<file path="src/rtl/bpu_2bit.sv">
// Purpose : fetch-stage next-PC predictor, direct-mapped BTB with 2-bit saturating counters.
// Latency : lookup is combinational (zero cycles); training writes land on the next rising edge.
// Backpr. : none; an update is accepted on every cycle i_upd_valid=1, lookup is always available.
//
// Ports:
//   i_clk, i_rst_n                 clock (rising edge), async active-low reset
//   i_pc       -> o_pc_next        fetch PC in, predicted next PC out
//   o_pred_taken                   BTB hit with counter in WT/ST
//   i_upd_valid/pc/taken/target    EX-stage resolution used for training
//   i_upd_mispred                  mispredict flag, only consumed by the stats counters
//   o_upd_cnt, o_mispred_cnt       stats counters, present only when BPU_STATS_EN is defined
// Optional feature macro: BPU_STATS_EN
module bpu_2bit #(
    parameter int IDX_W = 4,
    parameter int TAG_W = 8
) (
    input  logic        i_clk,
    input  logic        i_rst_n,
    input  logic [31:0] i_pc,
    output logic [31:0] o_pc_next,
    output logic        o_pred_taken,
    input  logic        i_upd_valid,
    input  logic [31:0] i_upd_pc,
    input  logic        i_upd_taken,
    input  logic [31:0] i_upd_target,
    input  logic        i_upd_mispred
`ifdef BPU_STATS_EN
    ,
    output logic [31:0] o_upd_cnt,
    output logic [31:0] o_mispred_cnt
`endif
);

    localparam int DEPTH = 1 << IDX_W;

    // Target is kept as a word address; the low two PC bits are always zero.
    typedef struct packed {
        logic             vld;
        logic [TAG_W-1:0] tag;
        logic [29:0]      tgt;
        logic [1:0]       ctr;
    } entry_t;

    // Reset leaves counters at WNT so a freshly allocated-free entry never predicts taken.
    localparam entry_t RST_ENTRY = '{vld: 1'b0, tag: '0, tgt: '0, ctr: 2'b01};

    entry_t tbl_q [DEPTH];

    // ---------------- lookup ----------------
    logic [IDX_W-1:0] rd_idx;
    logic [TAG_W-1:0] rd_tag;
    entry_t           rd_ent;
    logic             rd_hit;

    assign rd_idx = i_pc[IDX_W+1:2];
    assign rd_tag = i_pc[IDX_W+TAG_W+1:IDX_W+2];
    assign rd_ent = tbl_q[rd_idx];
    assign rd_hit = rd_ent.vld && (rd_ent.tag == rd_tag);

    // Reads the registered table only, so a same-cycle update is not visible until next cycle.
    assign o_pred_taken = rd_hit && rd_ent.ctr[1];
    assign o_pc_next    = o_pred_taken ? {rd_ent.tgt, 2'b00} : (i_pc + 32'd4);

    // ---------------- training ----------------
    logic [IDX_W-1:0] up_idx;
    logic [TAG_W-1:0] up_tag;
    entry_t           up_ent;
    logic             up_hit;
    logic             wr_en;
    entry_t           wr_ent;

    assign up_idx = i_upd_pc[IDX_W+1:2];
    assign up_tag = i_upd_pc[IDX_W+TAG_W+1:IDX_W+2];
    assign up_ent = tbl_q[up_idx];
    assign up_hit = up_ent.vld && (up_ent.tag == up_tag);

    always_comb begin
        wr_en  = 1'b0;
        wr_ent = up_ent;
        if (i_upd_valid) begin
            if (up_hit) begin
                wr_en = 1'b1;
                if (i_upd_taken) begin
                    wr_ent.ctr = (up_ent.ctr == 2'b11) ? 2'b11 : (up_ent.ctr + 2'd1);
                    wr_ent.tgt = i_upd_target[31:2];
                end else begin
                    wr_ent.ctr = (up_ent.ctr == 2'b00) ? 2'b00 : (up_ent.ctr - 2'd1);
                end
            end else if (i_upd_taken) begin
                // Miss on a taken branch replaces whatever lives at this index.
                wr_en      = 1'b1;
                wr_ent.vld = 1'b1;
                wr_ent.tag = up_tag;
                wr_ent.tgt = i_upd_target[31:2];
                wr_ent.ctr = 2'b10;
            end
            // Miss on a not-taken branch leaves the table alone.
        end
    end

    always_ff @(posedge i_clk or negedge i_rst_n) begin
        if (!i_rst_n) begin
            for (int i = 0; i < DEPTH; i++) begin
                tbl_q[i] <= RST_ENTRY;
            end
        end else if (wr_en) begin
            tbl_q[up_idx] <= wr_ent;
        end
    end

    // ---------------- optional statistics ----------------
`ifdef BPU_STATS_EN
    always_ff @(posedge i_clk or negedge i_rst_n) begin
        if (!i_rst_n) begin
            o_upd_cnt     <= '0;
            o_mispred_cnt <= '0;
        end else if (i_upd_valid) begin
            o_upd_cnt <= o_upd_cnt + 32'd1;
            if (i_upd_mispred) begin
                o_mispred_cnt <= o_mispred_cnt + 32'd1;
            end
        end
    end

    logic unused_upd_bits;
    assign unused_upd_bits = ^{i_upd_pc[1:0], i_upd_pc[31:IDX_W+TAG_W+2], i_upd_target[1:0]};
`else
    // Bits that do not take part in indexing/tagging, plus the stats-only mispredict flag.
    logic unused_upd_bits;
    assign unused_upd_bits = ^{i_upd_pc[1:0], i_upd_pc[31:IDX_W+TAG_W+2], i_upd_target[1:0],
                               i_upd_mispred};
`endif

endmodule

</file>
<file path="config.mk">
export PLATFORM = sky130hd
export DESIGN_NAME = bpu_2bit
export DESIGN_NICKNAME = d
export VERILOG_FILES = /design/src/rtl/bpu_2bit.sv
export SDC_FILE = /design/constraint.sdc
export NUM_CORES = 2
export LEC_CHECK = 0
export ABC_AREA = 1
export CAP_MARGIN = 20
export CORE_UTILIZATION = 49
export CTS_BUF_LIST = sky130_fd_sc_hd__clkbuf_8 sky130_fd_sc_hd__clkbuf_16
export DETAILED_ROUTE_END_ITERATION = 10
export PLACE_DENSITY = 0.65
export SLEW_MARGIN = 20
export SYNTH_ARGS = -nofsm -noshare
export SYNTH_HDL_FRONTEND = slang
export SYNTH_SLANG_ARGS = --single-unit
export TNS_END_PERCENT = 1
</file>
<file path="constraint.sdc">
create_clock -name i_clk -period 3.4 [get_ports i_clk]
set_clock_uncertainty 0.15 [all_clocks]
set_input_delay 0.51 -clock i_clk [delete_from_list [all_inputs] [get_ports i_clk]]
set_output_delay 0.51 -clock i_clk [all_outputs]
set_load 0.03 [all_outputs]
</file>
After elaboration in Yosys (flattened, before gate mapping)
Cells that the tools add are included.
{"block": "word_totals", "register_bits": 656, "output_inout_bits": 33}
{"block": "classes", "n_addsub": 3, "order_cmp": 3, "n_eq_ne": 3, "mux": 21, "n_bitwise": 2, "n_reduce_logical": 5}
{"operator": "bitwise mux 656 bit", "count": 1}
{"operator": "binary-select mux 41 bit (select 4 bit)", "count": 2}
{"operator": "2-to-1 mux 41 bit", "count": 7}
{"operator": "demux 41 bit (select 4 bit)", "count": 1}
{"operator": "2-to-1 mux 32 bit", "count": 2}
{"operator": "adder 32 x 3 -> 32 bit, second input constant", "count": 1}
{"operator": "2-to-1 mux 30 bit", "count": 1}
{"operator": "equality test 8 bit", "count": 2}
{"operator": "greater-or-equal comparator 5 bit, second input constant", "count": 2}
{"operator": "NOT 4 -> 5 bit", "count": 2}
{"operator": "2-to-1 mux 9 bit", "count": 1}
{"operator": "2-to-1 mux 2 bit", "count": 3}
{"operator": "< comparator 5 x 1 -> 1 bit, second input constant", "count": 1}
{"operator": "logical AND 1 bit", "count": 4}
{"operator": "2-to-1 mux 1 bit", "count": 3}
{"operator": "adder 2 x 1 -> 2 bit, second input constant", "count": 1}
{"operator": "equality test 2 bit, second input constant", "count": 1}
{"operator": "zero test 2 bit", "count": 1}
{"operator": "subtractor 2 x 1 -> 2 bit, second input constant", "count": 1}

Longest topological paths before layout
{"block": "depth", "word_depth": 10, "ltp_mapped": 22}

Least setup slack after synthesis
OpenSTA, ideal clock, no wires.
{"block": "synth_path", "path_type": "input-to-output", "startpoint": "in i_pc[2]", "endpoint": "out o_pc_next[13]", "t_arrival_ns": 2.805, "slack_ns": -0.065, "stages": 14, "path_cell_list": "buf_2 inv_2 buf_2 buf_4 buf_2 buf_2 a31oi_1 o21ai_0 nand3_1 nor2_1 nand4_1 nor2_2 nand2_1 nand2_1"}
{"block": "synth_via", "elab_chain_cells": 8, "word_cells_on_any_way": 9, "cone_classes": "add/sub (1); eq/ne (1); mux (4); bitwise (1); reduce/logical (2)"}
{"item": "from (decl)", "line_no": "19", "rtl": "input logic [31:0] i_pc,"}
{"item": "NOT 4 -> 5 bit (implied by the code) (*)", "line_no": "57", "rtl": "assign rd_ent = tbl_q[rd_idx];"}
{"item": "binary-select mux 41 bit (select 4 bit) (*)", "line_no": "57"}
{"item": "2-to-1 mux 41 bit (implied by the code) (*) (2 in series)", "line_no": "57"}
{"item": "equality test 8 bit", "line_no": "58", "rtl": "assign rd_hit = rd_ent.vld && (rd_ent.tag == rd_tag);"}
{"item": "logical AND 1 bit", "line_no": "58"}
{"item": "logical AND 1 bit (*)", "line_no": "61", "rtl": "assign o_pred_taken = rd_hit && rd_ent.ctr[1];"}
{"item": "via o_pred_taken", "line_no": "21", "rtl": "output logic o_pred_taken,"}
{"item": "2-to-1 mux 32 bit (*)", "line_no": "62", "rtl": "assign o_pc_next = o_pred_taken ? {rd_ent.tgt, 2'b00} : (i_pc + 32'd4);"}
{"item": "to (decl)", "line_no": "20", "rtl": "output logic [31:0] o_pc_next,"}
Mark *: on every way through the listed nets, which the timed path passes. The rest lies on a longest branch. The select of a mux whose other input is x is not followed.

Worst setup path after layout
{"block": "layout_path", "startpoint": "reg tbl_q[408] in the netlist's numbering", "endpoint": "out o_pc_next[19]"}
{"block": "layout_via", "elab_chain_cells": 7}
{"item": "from (decl)", "line_no": "47", "rtl": "entry_t tbl_q [DEPTH];"}
{"item": "from (signal, indexed assignment)", "line_no": "107", "rtl": "tbl_q[up_idx] <= wr_ent;"}
{"item": "binary-select mux 41 bit (select 4 bit)", "line_no": "57"}
{"item": "2-to-1 mux 41 bit (implied by the code) (2 in series)", "line_no": "57"}
{"item": "equality test 8 bit", "line_no": "58"}
{"item": "logical AND 1 bit", "line_no": "58"}
{"item": "logical AND 1 bit", "line_no": "61"}
{"item": "2-to-1 mux 32 bit", "line_no": "62"}
No other way between the ends. The select of a mux whose other input is x is not followed.

==> flow_summary.yaml <==
outcome:
  status: "finished with violations"
  violations: "setup timing"
clock_network:
  clock-root-buffer: "clkbuf_16"
  clock_latency_ns: 0.63
  numCtsBuffers: 76
  path_clk_slew_ns: 0.06
  cts_buffer_depth: 3
  cts_max_level: 3
  tritoncts: "done"
  cts_num_sinks: 656
synth:
  syn_inst: 5020
  synth_warnings: 0
  ys_seq_elements: 656
  async_reset_ff_share_pct: 100.0
  syn_nets: 5122
  synth_cell_types: 46
  yosys_most_used_dff: "dfrtp_1"
  ys_seq_area_share_pct: 44.82
  synth_edf_count: 0
  syn-cell-area_um2: 36670
  avgSynthCellArea_um2: 7.305
die:
  rows: 99
  die_w_um: 275.6
  die_area_um2: 75930
  ioPinCount: 134
  dieHeight_um: 275.6
  core_area_um2: 73450
  start_util_pct: 49.92
pwr:
  ir_worst_vdd_uv: 460.0
  total_power_mw: 22.51
  p_leak_nw: 20.60
  power_density_nw_per_um2: 505.5
setup_path:
  max_stage_delay_ns: 0.37
  critPathBufInv: 5
  start_kind: "register"
  cpMostUsedCell: "nand3_4"
  path_cells: "inv_2, a21oi_2, o21ai_1, nand3_1, o211ai_1, buf_4, nand3_4, nand4_1, nor2_4, nand3_4, buf_12, clkbuf_16, o21ai_4, buf_6"
  crit_fanout: 4
  critical_path_required_ns: 2.74
  critPathTopFamily: "simple AND/OR/NAND/NOR gates"
  cp.arrival_ns: 2.88
  worst_setup_path_end_kind: "output pin"
  crit_type: "reg2out"
  critPathSlowestCell: "dfrtp_1"
global_route:
  antenna_found_initial: 2
  grt_max_degree: 96
  grt_pass1_vias: 34910
  busiest_layer: "met2"
  grt_util_met2_pct: 56.48
  grt-ovfl-total: 0
  track_usage_pct: 36.43
  gr-usage-met1_pct: 50.31
  met3_usage_pct: 7.760
  grt_pass1_wl_mm: 211.5
timing:
  max_clock_freq_ghz: 0.2825
  setup_violations: 32
  setup_ws_ns: -0.1399
  hold_ws_ns: 0.3184
  worstMarginPinSlew_ns: 1.066
  final.min_clock_period_ns: 3.540
  slew_headroom_pct: 28.96
  setup_tns_ns: -2.689
  finalHoldViolations: 0
  report.final.slew_viol_count: 0
  rsz0062_at_grt: "yes"
  fin_crit_sh_pct: 104.1
placed_design:
  place_worst_setup_slack_ns: -0.4451
  globalplace.congestion: 0.9238
  placement.io_buffers: 110
  hpwl_mm: 87.49
drt:
  drc: 0
  dr_total_vias: 37510
  antenna_left: 0
  finalWirelength_mm: 139.6
  first_iter_violations: 5180
  vias_per_cell: 6.031
  drt_first_pass_iters: 7
  wl_per_cell_um: 22.45
finish:
  largest_registers: "tbl_q x656"
  nFillCells: 6721
  largest_reg_flops: 656
  nNetsFinal: 5303
  area_delta_synth_final_pct: 21.45
  drive_above_1_share_pct: 13.54
  regMostFlops: "tbl_q"
hold_path:
  hold_class: "reg2reg"
run:
  cap_violations: 0
-- metal layers --
| metal | vias to the layer above | wire [um] |
|---|---|---|
| li1 | 17200 | - |
| met3 | 357 | 14540 |
| met2 | 2149 | 62210 |
| met5 | - | 13 |
| met4 | 2 | 4955 |
| met1 | 17800 | 57870 |
-- cells by family (layout without fill, tap and decap cells) --
logic type / Yosys count / count (layout) / share of synthesized area, %
flip-flops: 656 / 656 / 44.82
adder cells (fa/ha/maj): 1 / 1 / 0.03412
AND/OR/NAND/NOR: 2140 / 2140 / 23.22
XOR/XNOR: 29 / 29 / 0.6927
AO/OA/AOI/OAI: 1543 / 1543 / 23.89
buffers and inverters: 650 / 888 / 7.319
other: 0 / 2 / 0
multiplexers: 1 / 1 / 0.02730
-- worst min-delay path: stages, from the launching register on --
cell and delay, ns:
dfstp_2 0.37, nand2_1 0.06, nand2_1 0.05
-- cell usage in the layout (no fill, tap or decap), types with 10 or more instances in the layout --
cell type / n
a21boi_2: 10
a21oi_1: 167
a221oi_1: 10
a22o_1: 11
a22oi_1: 123
a31oi_1: 13
buf_12: 95
buf_4: 301
buf_6: 30
clkbuf_16: 79
clkbuf_8: 20
clkdlybuf4s50_1: 69
clkinv_2: 10
dfrtp_1: 640
dfstp_2: 16
inv_1: 233
inv_2: 19
nand2_1: 1568
nand2_2: 31
nand2_4: 25
nand3_1: 221
nand4_1: 17
nor2_1: 235
nor2_2: 10
o211ai_1: 170
o21ai_0: 847
o21ai_1: 114
o22ai_1: 38
xor2_1: 18
-- path summary, 6_finish.rpt --
kind / cells after the start / slack, ns / start / end
setup / recovery: 14 / -0.14 / tbl_q[408]$_DFFE_PN0P_ / o_pc_next[19]
hold / removal: 2 / 0.32 / tbl_q[533]$_DFFE_PN1P_ / tbl_q[533]$_DFFE_PN1P_
setup reg to reg: 19 / 0.54 / tbl_q[198]$_DFFE_PN0P_ / tbl_q[395]$_DFFE_PN0P_
hold reg to reg: 2 / 0.32 / tbl_q[533]$_DFFE_PN1P_ / tbl_q[533]$_DFFE_PN1P_
max in group asynchronous: 3 / 1.78 / i_rst_n / tbl_q[382]$_DFFE_PN0P_
min in group asynchronous: 2 / 0.38 / i_rst_n / tbl_q[279]$_DFFE_PN0P_
-- timing repair --
action,CTS,global route
resized for setup,79,79
gates cloned,4,3
pin swaps,19,21
hold buffers,1,0
endpoints found under the hold margin,62,0
endpoints found under the setup margin,33,33
buffers inserted,5,5
-- synthesized netlist by cell type (all sizes together) (2+ instances only) --
cell type	number	area (um^2)
dfrtp	640	16020
a32o	6	60.06
o22ai	38	237.7
xnor2	10	87.58
o21ai	972	4865
o21bai	2	15.01
a21boi	16	157.7
xor2	19	166.4
nor2	254	978.4
a22o	11	96.34
o211a	6	60.06
nor4	3	18.77
o221ai	3	26.28
o211ai	170	1276
a31oi	13	81.33
a22oi	123	923.4
clkbuf	237	894.6
a221oi	11	96.34
inv	243	912.1
nand2	1624	6183
nand4	17	106.4
nand3	228	1141
a21oi	171	855.8
nor3	8	45.04
buf	169	873.3
or2	4	25.03
dfstp	16	420.4
-- layout make-up --
cell class,count,area (um^2),area share [%]
clock inverter,40,364.1,0.8176
inverter,244,944.7,2.121
timing repair buffer,509,5473,12.29
tap,959,1200,2.694
sequential,656,16440,36.91
antenna,2,5.005,0.01124
multi-input combinational,3714,17950,40.30
clock buffer,95,2163,4.858
-- where the power goes --
part,leakage [nW],internal (mW),switching [mW]
logic,10.6,1.74,2.73
registers,8.70,8.89,0.801
clock network,1.29,4.88,3.46
total,20.6,15.5,7.00
-- through the flow --
| step | cell area (um^2) | utilization (%) | std cells |
|---|---|---|---|
| floorplan | 36670 | - | 5020 |
| global placement | 41300 | 56.23 | 6065 |
| detailed placement | 41300 | 56.23 | 6065 |
| CTS | 44240 | 60.23 | 6210 |
| global route | 44530 | 60.62 | 6218 |
| finish | 44530 | 60.63 | 6219 |
Note: power is estimated with default switching activity, not from simulation.
